### config.mk
export PLATFORM = sky130hd
export DESIGN_NAME = axi_light_master_arb
export DESIGN_NICKNAME = d
export VERILOG_FILES = /design/src/rtl/axi_light_master_arb.sv
export SDC_FILE = /design/constraint.sdc
export NUM_CORES = 1
export LEC_CHECK = 0
export CAP_MARGIN = 5
export CELL_PAD_IN_SITES_DETAIL_PLACEMENT = 1
export CELL_PAD_IN_SITES_GLOBAL_PLACEMENT = 2
export CORE_AREA = 2 2 156 158
export CTS_CLUSTER_DIAMETER = 40
export CTS_CLUSTER_SIZE = 24
export DETAILED_ROUTE_END_ITERATION = 10
export DIE_AREA = 0 0 158 160
export PLACE_DENSITY = 0.9
export SLEW_MARGIN = 20
export SYNTH_ARGS = -nofsm -noshare
export SYNTH_HDL_FRONTEND = slang
export SYNTH_SLANG_ARGS = --single-unit
### constraint.sdc
create_clock -name clk -period 1.7 [get_ports clk]
set_input_delay 0.255 -clock clk [delete_from_list [all_inputs] [get_ports clk]]
set_output_delay 0.255 -clock clk [all_outputs]
set_load 0.02 [all_outputs]
### src/rtl/axi_light_master_arb.sv
// Round-robin arbiter merging N_MASTERS AXI-light master ports onto one, one transaction in flight.
// Optional response watchdog with timeout_err output: define ARB_TIMEOUT_EN.
module axi_light_master_arb #(
  parameter int N_MASTERS      = 2,
  parameter int ADDR_W         = 32,
  parameter int DATA_W         = 32,
  parameter int TIMEOUT_CYCLES = 1024,
  localparam int GW            = (N_MASTERS > 1) ? $clog2(N_MASTERS) : 1,
  localparam int STRB_W        = DATA_W / 8
) (
  input  logic                          clk,
  input  logic                          res_n,
  input  logic [N_MASTERS-1:0]          s_awvalid,
  output logic [N_MASTERS-1:0]          s_awready,
  input  logic [N_MASTERS*ADDR_W-1:0]   s_awaddr,
  input  logic [N_MASTERS-1:0]          s_wvalid,
  output logic [N_MASTERS-1:0]          s_wready,
  input  logic [N_MASTERS*DATA_W-1:0]   s_wdata,
  input  logic [N_MASTERS*STRB_W-1:0]   s_wstrb,
  output logic [N_MASTERS-1:0]          s_bvalid,
  input  logic [N_MASTERS-1:0]          s_bready,
  input  logic [N_MASTERS-1:0]          s_arvalid,
  output logic [N_MASTERS-1:0]          s_arready,
  input  logic [N_MASTERS*ADDR_W-1:0]   s_araddr,
  output logic [N_MASTERS-1:0]          s_rvalid,
  input  logic [N_MASTERS-1:0]          s_rready,
  output logic [DATA_W-1:0]             s_rdata,
  output logic                          m_awvalid,
  input  logic                          m_awready,
  output logic [ADDR_W-1:0]             m_awaddr,
  output logic                          m_wvalid,
  input  logic                          m_wready,
  output logic [DATA_W-1:0]             m_wdata,
  output logic [STRB_W-1:0]             m_wstrb,
  input  logic                          m_bvalid,
  output logic                          m_bready,
  output logic                          m_arvalid,
  input  logic                          m_arready,
  output logic [ADDR_W-1:0]             m_araddr,
  input  logic                          m_rvalid,
  output logic                          m_rready,
  input  logic [DATA_W-1:0]             m_rdata,
  output logic [GW-1:0]                 grant
`ifdef ARB_TIMEOUT_EN
  ,
  output logic                          timeout_err
`endif
);

  localparam logic [2:0] S_IDLE    = 3'd0;
  localparam logic [2:0] S_WR      = 3'd1;
  localparam logic [2:0] S_WR_RESP = 3'd2;
  localparam logic [2:0] S_RD      = 3'd3;
  localparam logic [2:0] S_RD_RESP = 3'd4;

  logic [2:0]           state;
  logic [GW-1:0]        ptr;
  logic                 aw_done, w_done;
  logic [N_MASTERS-1:0] wr_req, req, grant_oh;
  logic                 found;
  logic [GW-1:0]        sel, next_ptr;
  logic [GW:0]          cand;
  logic                 aw_fire, w_fire, aw_ok, w_ok, ar_fire, b_fire, r_fire;
  logic                 to_hit;

  assign wr_req = s_awvalid & s_wvalid;
  assign req    = wr_req | s_arvalid;

  // First requester at or above ptr, wrapping; cand never exceeds 2*N-2 so one subtract suffices.
  always_comb begin
    found = 1'b0;
    sel   = ptr;
    cand  = '0;
    for (int k = 0; k < N_MASTERS; k++) begin
      cand = {1'b0, ptr} + (GW+1)'(k);
      if (cand >= (GW+1)'(N_MASTERS)) cand = cand - (GW+1)'(N_MASTERS);
      if (!found && req[cand[GW-1:0]]) begin
        found = 1'b1;
        sel   = cand[GW-1:0];
      end
    end
  end

  assign next_ptr = (grant == GW'(N_MASTERS - 1)) ? '0 : grant + GW'(1);

  // NOTE: every always_comb output gets a default first, so no path can infer a latch.
  always_comb begin
    grant_oh        = '0;
    grant_oh[grant] = 1'b1;
    s_awready = '0;
    s_wready  = '0;
    s_bvalid  = '0;
    s_arready = '0;
    s_rvalid  = '0;
    m_awvalid = 1'b0;
    m_wvalid  = 1'b0;
    m_bready  = 1'b0;
    m_arvalid = 1'b0;
    m_rready  = 1'b0;
    m_awaddr  = s_awaddr[int'(grant)*ADDR_W +: ADDR_W];
    m_wdata   = s_wdata[int'(grant)*DATA_W +: DATA_W];
    m_wstrb   = s_wstrb[int'(grant)*STRB_W +: STRB_W];
    m_araddr  = s_araddr[int'(grant)*ADDR_W +: ADDR_W];
    s_rdata   = m_rdata;
    case (state)
      S_WR: begin
        m_awvalid = s_awvalid[grant] & ~aw_done;
        m_wvalid  = s_wvalid[grant] & ~w_done;
        s_awready = grant_oh & {N_MASTERS{m_awready & ~aw_done}};
        s_wready  = grant_oh & {N_MASTERS{m_wready & ~w_done}};
      end
      S_WR_RESP: begin
        if (to_hit) begin
          s_bvalid = grant_oh;
        end else begin
          s_bvalid = grant_oh & {N_MASTERS{m_bvalid}};
          m_bready = s_bready[grant];
        end
      end
      S_RD: begin
        m_arvalid = s_arvalid[grant];
        s_arready = grant_oh & {N_MASTERS{m_arready}};
      end
      S_RD_RESP: begin
        if (to_hit) begin
          s_rvalid = grant_oh;
          s_rdata  = DATA_W'(32'hDEAD_BEEF);
        end else begin
          s_rvalid = grant_oh & {N_MASTERS{m_rvalid}};
          m_rready = s_rready[grant];
        end
      end
      default: ;
    endcase
  end

  assign aw_fire = m_awvalid & m_awready;
  assign w_fire  = m_wvalid & m_wready;
  assign aw_ok   = aw_done | aw_fire;
  assign w_ok    = w_done | w_fire;
  assign ar_fire = m_arvalid & m_arready;
  // Master-side handshakes cover both the forwarded response and a watchdog-generated one.
  assign b_fire  = |(s_bvalid & s_bready);
  assign r_fire  = |(s_rvalid & s_rready);

  // NOTE: sequential state uses non-blocking assignments only, so every flop samples pre-edge values.
  always_ff @(posedge clk or negedge res_n) begin
    if (!res_n) begin
      state   <= S_IDLE;
      ptr     <= '0;
      grant   <= '0;
      aw_done <= 1'b0;
      w_done  <= 1'b0;
    end else begin
      case (state)
        S_IDLE: begin
          if (found) begin
            grant <= sel;
            state <= wr_req[sel] ? S_WR : S_RD;
          end
        end
        S_WR: begin
          if (aw_ok && w_ok) begin
            state   <= S_WR_RESP;
            aw_done <= 1'b0;
            w_done  <= 1'b0;
          end else begin
            aw_done <= aw_ok;
            w_done  <= w_ok;
          end
        end
        S_WR_RESP: begin
          if (b_fire) begin
            state <= S_IDLE;
            ptr   <= next_ptr;
          end
        end
        S_RD: begin
          if (ar_fire) state <= S_RD_RESP;
        end
        S_RD_RESP: begin
          if (r_fire) begin
            state <= S_IDLE;
            ptr   <= next_ptr;
          end
        end
        default: state <= S_IDLE;
      endcase
    end
  end

`ifdef ARB_TIMEOUT_EN
  localparam int TO_W = $clog2(TIMEOUT_CYCLES + 1);

  logic [TO_W-1:0] to_cnt;
  logic            in_resp;

  assign in_resp = (state == S_WR_RESP) || (state == S_RD_RESP);
  assign to_hit  = in_resp && (to_cnt == TO_W'(TIMEOUT_CYCLES));

  // Counts cycles spent waiting for the slave response; saturates at the limit until the handshake.
  always_ff @(posedge clk or negedge res_n) begin
    if (!res_n) begin
      to_cnt      <= '0;
      timeout_err <= 1'b0;
    end else begin
      if (in_resp && !b_fire && !r_fire) begin
        if (!to_hit) to_cnt <= to_cnt + TO_W'(1);
      end else begin
        to_cnt <= '0;
      end
      if (to_hit) timeout_err <= 1'b1;
    end
  end
`else
  assign to_hit = 1'b0;
`endif

endmodule

==> results of run 1 <==
==> through the flow <==
step	setup TNS (ns)	utilization [%]	total power [uW]
finish	-24.09	27.5	8730
global route	-28.50	27.5	9230
CTS	-22.28	25.4	7730
detailed placement	-29.27	24.4	6560
global placement	-29.39	24.4	6500
floorplan	-0.513	-	3740
==> kinds of logic after synthesis <==
group                     after synthesis  share of synthesized area (%)
DFF                                     7                           8.51
and+or+nand+nor                        35                           8.99
AOI/OAI and AO/OA                      19                           7.11
xor gates and xnor gates                1                          0.425
buffers and inverters                  51                           16.3
muxes                                 107                           58.7
==> synthesized netlist by cell type, types with 2 or more instances <==
| cell type | instances |
|---|---|
| nor4b_1 | 4 |
| o21bai_1 | 2 |
| a41oi_1 | 2 |
| o21ai_0 | 2 |
| nor3b_1 | 2 |
| mux2_4 | 2 |
| nand2b_1 | 2 |
| dfrtp_1 | 7 |
| mux2_2 | 102 |
| buf_2 | 4 |
| nand3_1 | 2 |
| mux2i_1 | 3 |
| nand2_1 | 4 |
| clkbuf_1 | 8 |
| buf_6 | 2 |
| buf_4 | 33 |
| a21oi_1 | 5 |
| inv_1 | 3 |
| a21o_1 | 3 |
| nor2_1 | 14 |
| nor3_1 | 3 |
==> state kept, by name, indices dropped and copies added (netlist names) <==
register	count
w_done	1
ptr	1
state	3
aw_done	1
grant	1
==> power groups by stage <==
stage / Combinational [uW] / Sequential (uW) / Clock [uW]
2_1_floorplan: 3400 / 340 / 0
3_3_place_gp: 6130 / 372 / 0
3_5_place_dp: 6180 / 373 / 0
4_1_cts: 6920 / 384 / 418
5_1_grt: 8400 / 401 / 431
6_report: 7930 / 390 / 410
==> worst register-to-register path, stage by stage, from the launching register on <==
cell and delay (ns):
dfrtp_4 0.53, buf_12 0.16, mux2_4 0.31, a2111oi_4 0.32
a21o_1 0.16, or3b_4 0.16, mux2_4 0.29
==> cells in the final DEF (no fill, tap or decap), types with 2 or more instances in the layout <==
master,n
mux2i_1,2
mux2_2,85
clkdlybuf4s50_1,216
nor2_1,11
nor3b_2,2
o21bai_1,2
dfrtp_1,6
clkbuf_16,4
mux2_4,19
buf_4,52
nor3_1,3
inv_1,2
a21oi_1,5
buf_6,97
nand3_1,2
a41oi_1,2
dlygate4sd2_1,3
buf_8,5
buf_12,9
nor4b_4,4
buf_16,3
a21o_1,3
buf_2,20
nor2_2,2
nand2_1,4
==> repair_timing <==
action / 4_1_cts / 5_1_grt
hold buffers: 0 / 0
setup buffers: 19 / 26
resized for setup: 480 / 207
setup endpoints to repair: 121 / 119
pin swaps: 1 / 5
endpoints found under the hold margin: 0 / 0
gates cloned: 4 / 1
==> worst max path at each step <==
stage	startpoint	to	slack [ns]	cells past startpoint
6_report	grant$_DFFE_PN0P_	state[0]$_DFFE_PN0P_	-0.36	6
5_1_grt	grant$_DFFE_PN0P_	state[0]$_DFFE_PN0P_	-0.41	6
4_1_cts	grant$_DFFE_PN0P_	state[1]$_DFFE_PN0P_	-0.41	6
3_5_place_dp	s_awvalid[1]	state[1]$_DFFE_PN0P_	-0.44	6
3_3_place_gp	s_awvalid[0]	state[0]$_DFFE_PN0P_	-0.38	6
2_1_floorplan	grant$_DFFE_PN0P_	state[0]$_DFFE_PN0P_	-0.17	6
==> final cells by class <==
| type | count | area, um^2 |
|---|---|---|
| Sequential cell | 7 | 179 |
| Clock buffer | 4 | 78.8 |
| Timing Repair Buffer | 407 | 4140 |
| Fill cell | 2758 | 17300 |
| Inverter | 3 | 11.3 |
| Multi-Input combinational cell | 162 | 1740 |
| Tap cell | 324 | 405 |
==> routing by layer <==
metal / global-route usage (%) / share of wire [%]
met1: 11.5 / 37
met2: 19.7 / 52
met3: 2.28 / 8.9
met4: 3.48 / 2.5
met5: 0 / 0.061
==> out/results.tsv, run 1 <==
stage	metric	value	unit
timing	post-route minimum period	2.06	ns
pwr	combinational share of power	90.8	%
logic_synthesis	syn nets	469	
hold_path	Hold/Removal Path Class	primary input to asynchronous set/reset pin	
logic_synthesis	Async S/R FF share, synth	100	%
pwr	PD cells	1330	nW/um^2
critical_path	Worst Reg-to-Reg Cells	6	
final_layout	fin area	6550	um^2
global_route	aggregate global-route resource usage	10.5	%
place	placed inst area	5800	um^2
final_layout	Nets	833	
pwr	worst vdd ir	0.531	mV
floorplan	Core Region	23800	um^2
critical_path	Startpoint Class	flip-flop	
clock_network	CTS tree	yes	
clock_network	root buf cell	clkbuf_16	
final_layout	ant diodes	0	
critical_path	required time of the critical path	1.82	ns
drt	First-pass DRT Iterations	4	
drt	WL per Instance	16.2	um
final_layout	share of layout cells above drive strength 1	53.3	%
drt	DRT antenna net count	0	
logic_synthesis	Avg Inst Size Synth	9.36	um^2
logic_synthesis	Synth cell types	32	
drt	drc violations	0	
final_layout	Post-Layout Cell Count	907	
critical_path	Worst Path Arrival	2.17	ns
floorplan	Total Die Area	25300	um^2
drt	final wirelength	14.7	mm
global_route	largest net degree at the start of global routing	18	
logic_synthesis	Synth top area share	55.8	%
logic_synthesis	number of synthesized flops with an enable pin	0	
timing	Slew headroom	73.9	%
logic_synthesis	flops & latches, synth	7	
clock_network	Longest Clk Path Bufs	2	
clock_network	latest clock arrival within the worst-skew pair	0.24	ns
place	placed cells	857	
flow_run	max_cap viols	0	
critical_path	Max Fanout on Critical Path	7	
critical_path	largest stage delay on the critical path	0.53	ns
floorplan	starting density of the core	8.65	%
place	pre-CTS setup slack	-0.437	ns
clock_network	Num CTS Buffers	3	
clock_network	clock sinks	7	
critical_path	Crit-path slowest cell	dfrtp_4	
timing	setup violators final	113	
floorplan	row count	57	
timing	setup clock skew after layout	0.00234	ns
critical_path	Worst R2R Setup Slack	-0.36	ns
logic_synthesis	Yosys top cell by area	mux2_2	
clock_network	CTS H-Tree Depth	1	
global_route	first-pass GRT wire length	20.2	mm
critical_path	crit end category	flip-flop	
place	GPL Wtd Cong	0.714	
final_layout	synthesis-to-finish area growth	218	%
critical_path	Reg-to-Reg Start	grant$_DFFE_PN0P_	
global_route	GRT overflow	0	
timing	RSZ-0062 raised after global routing	true	
critical_path	CP top delay family	multiplexers	
pwr	switching share of power	40.8	%
drt	vias per cell	3.56	
logic_synthesis	Synth Cell Area	2060	um^2
critical_path	buffers and inverters on the worst path	1	
critical_path	most frequent CP cell	mux2_4	
run_status	failing checks	negative setup slack	
drt	initial DRC count	58	
logic_synthesis	commonest register cell after synthesis	dfrtp_1	
critical_path	R2R Path End	state[0]$_DFFE_PN0P_	
timing	PnR worst setup slack	-0.358	ns
timing	worst hold margin	0.309	ns
pwr	Psw	3560	uW
clock_network	Clk pin slew, worst setup/hold paths	0.04	ns
timing	Fin. Hold Viols	0	
floorplan	die width	158	um
timing	Fmax achieved	486	MHz
global_route	vias in the first global route	3494	
logic_synthesis	Ys Warns	0	
floorplan	Ports	397	
run_status	status	finished, violations left	
pwr	clock power share	4.7	%
timing	fin crit share	121	%
place	I/O Buffers	332	
pwr	Leak Pwr	0.00277	uW
logic_synthesis	cell count after synthesis	220	
global_route	initial antenna violation count	1	
place	DPL Wire Length	11.4	mm
timing	max-slew violation count	0	
critical_path	critical path class	flip-flop to flip-flop	
floorplan	Die Y	160	um
pwr	Seq pwr share	4.5	%
critical_path	CP Cell Sequence	buf_12, mux2_4, a2111oi_4, a21o_1, or3b_4, mux2_4	
pwr	internal power	5170	uW
logic_synthesis	main area contributors after synthesis	mux2_2 (56%), buf_4 (12%), dfrtp_1 (8.5%)	
timing	Worst-Margin Slew	0.391	ns
logic_synthesis	sequential fraction of the synthesis area	8.51	%
drt	vias	3233	
No activity file was read; power rests on OpenSTA's default activity.
==> inputs of run 2 (changes only) <==
- SLEW_MARGIN: 20 -> 10
==> results of run 2 <==
No change in the layout: final DEF, timing and power equal those of run 1.
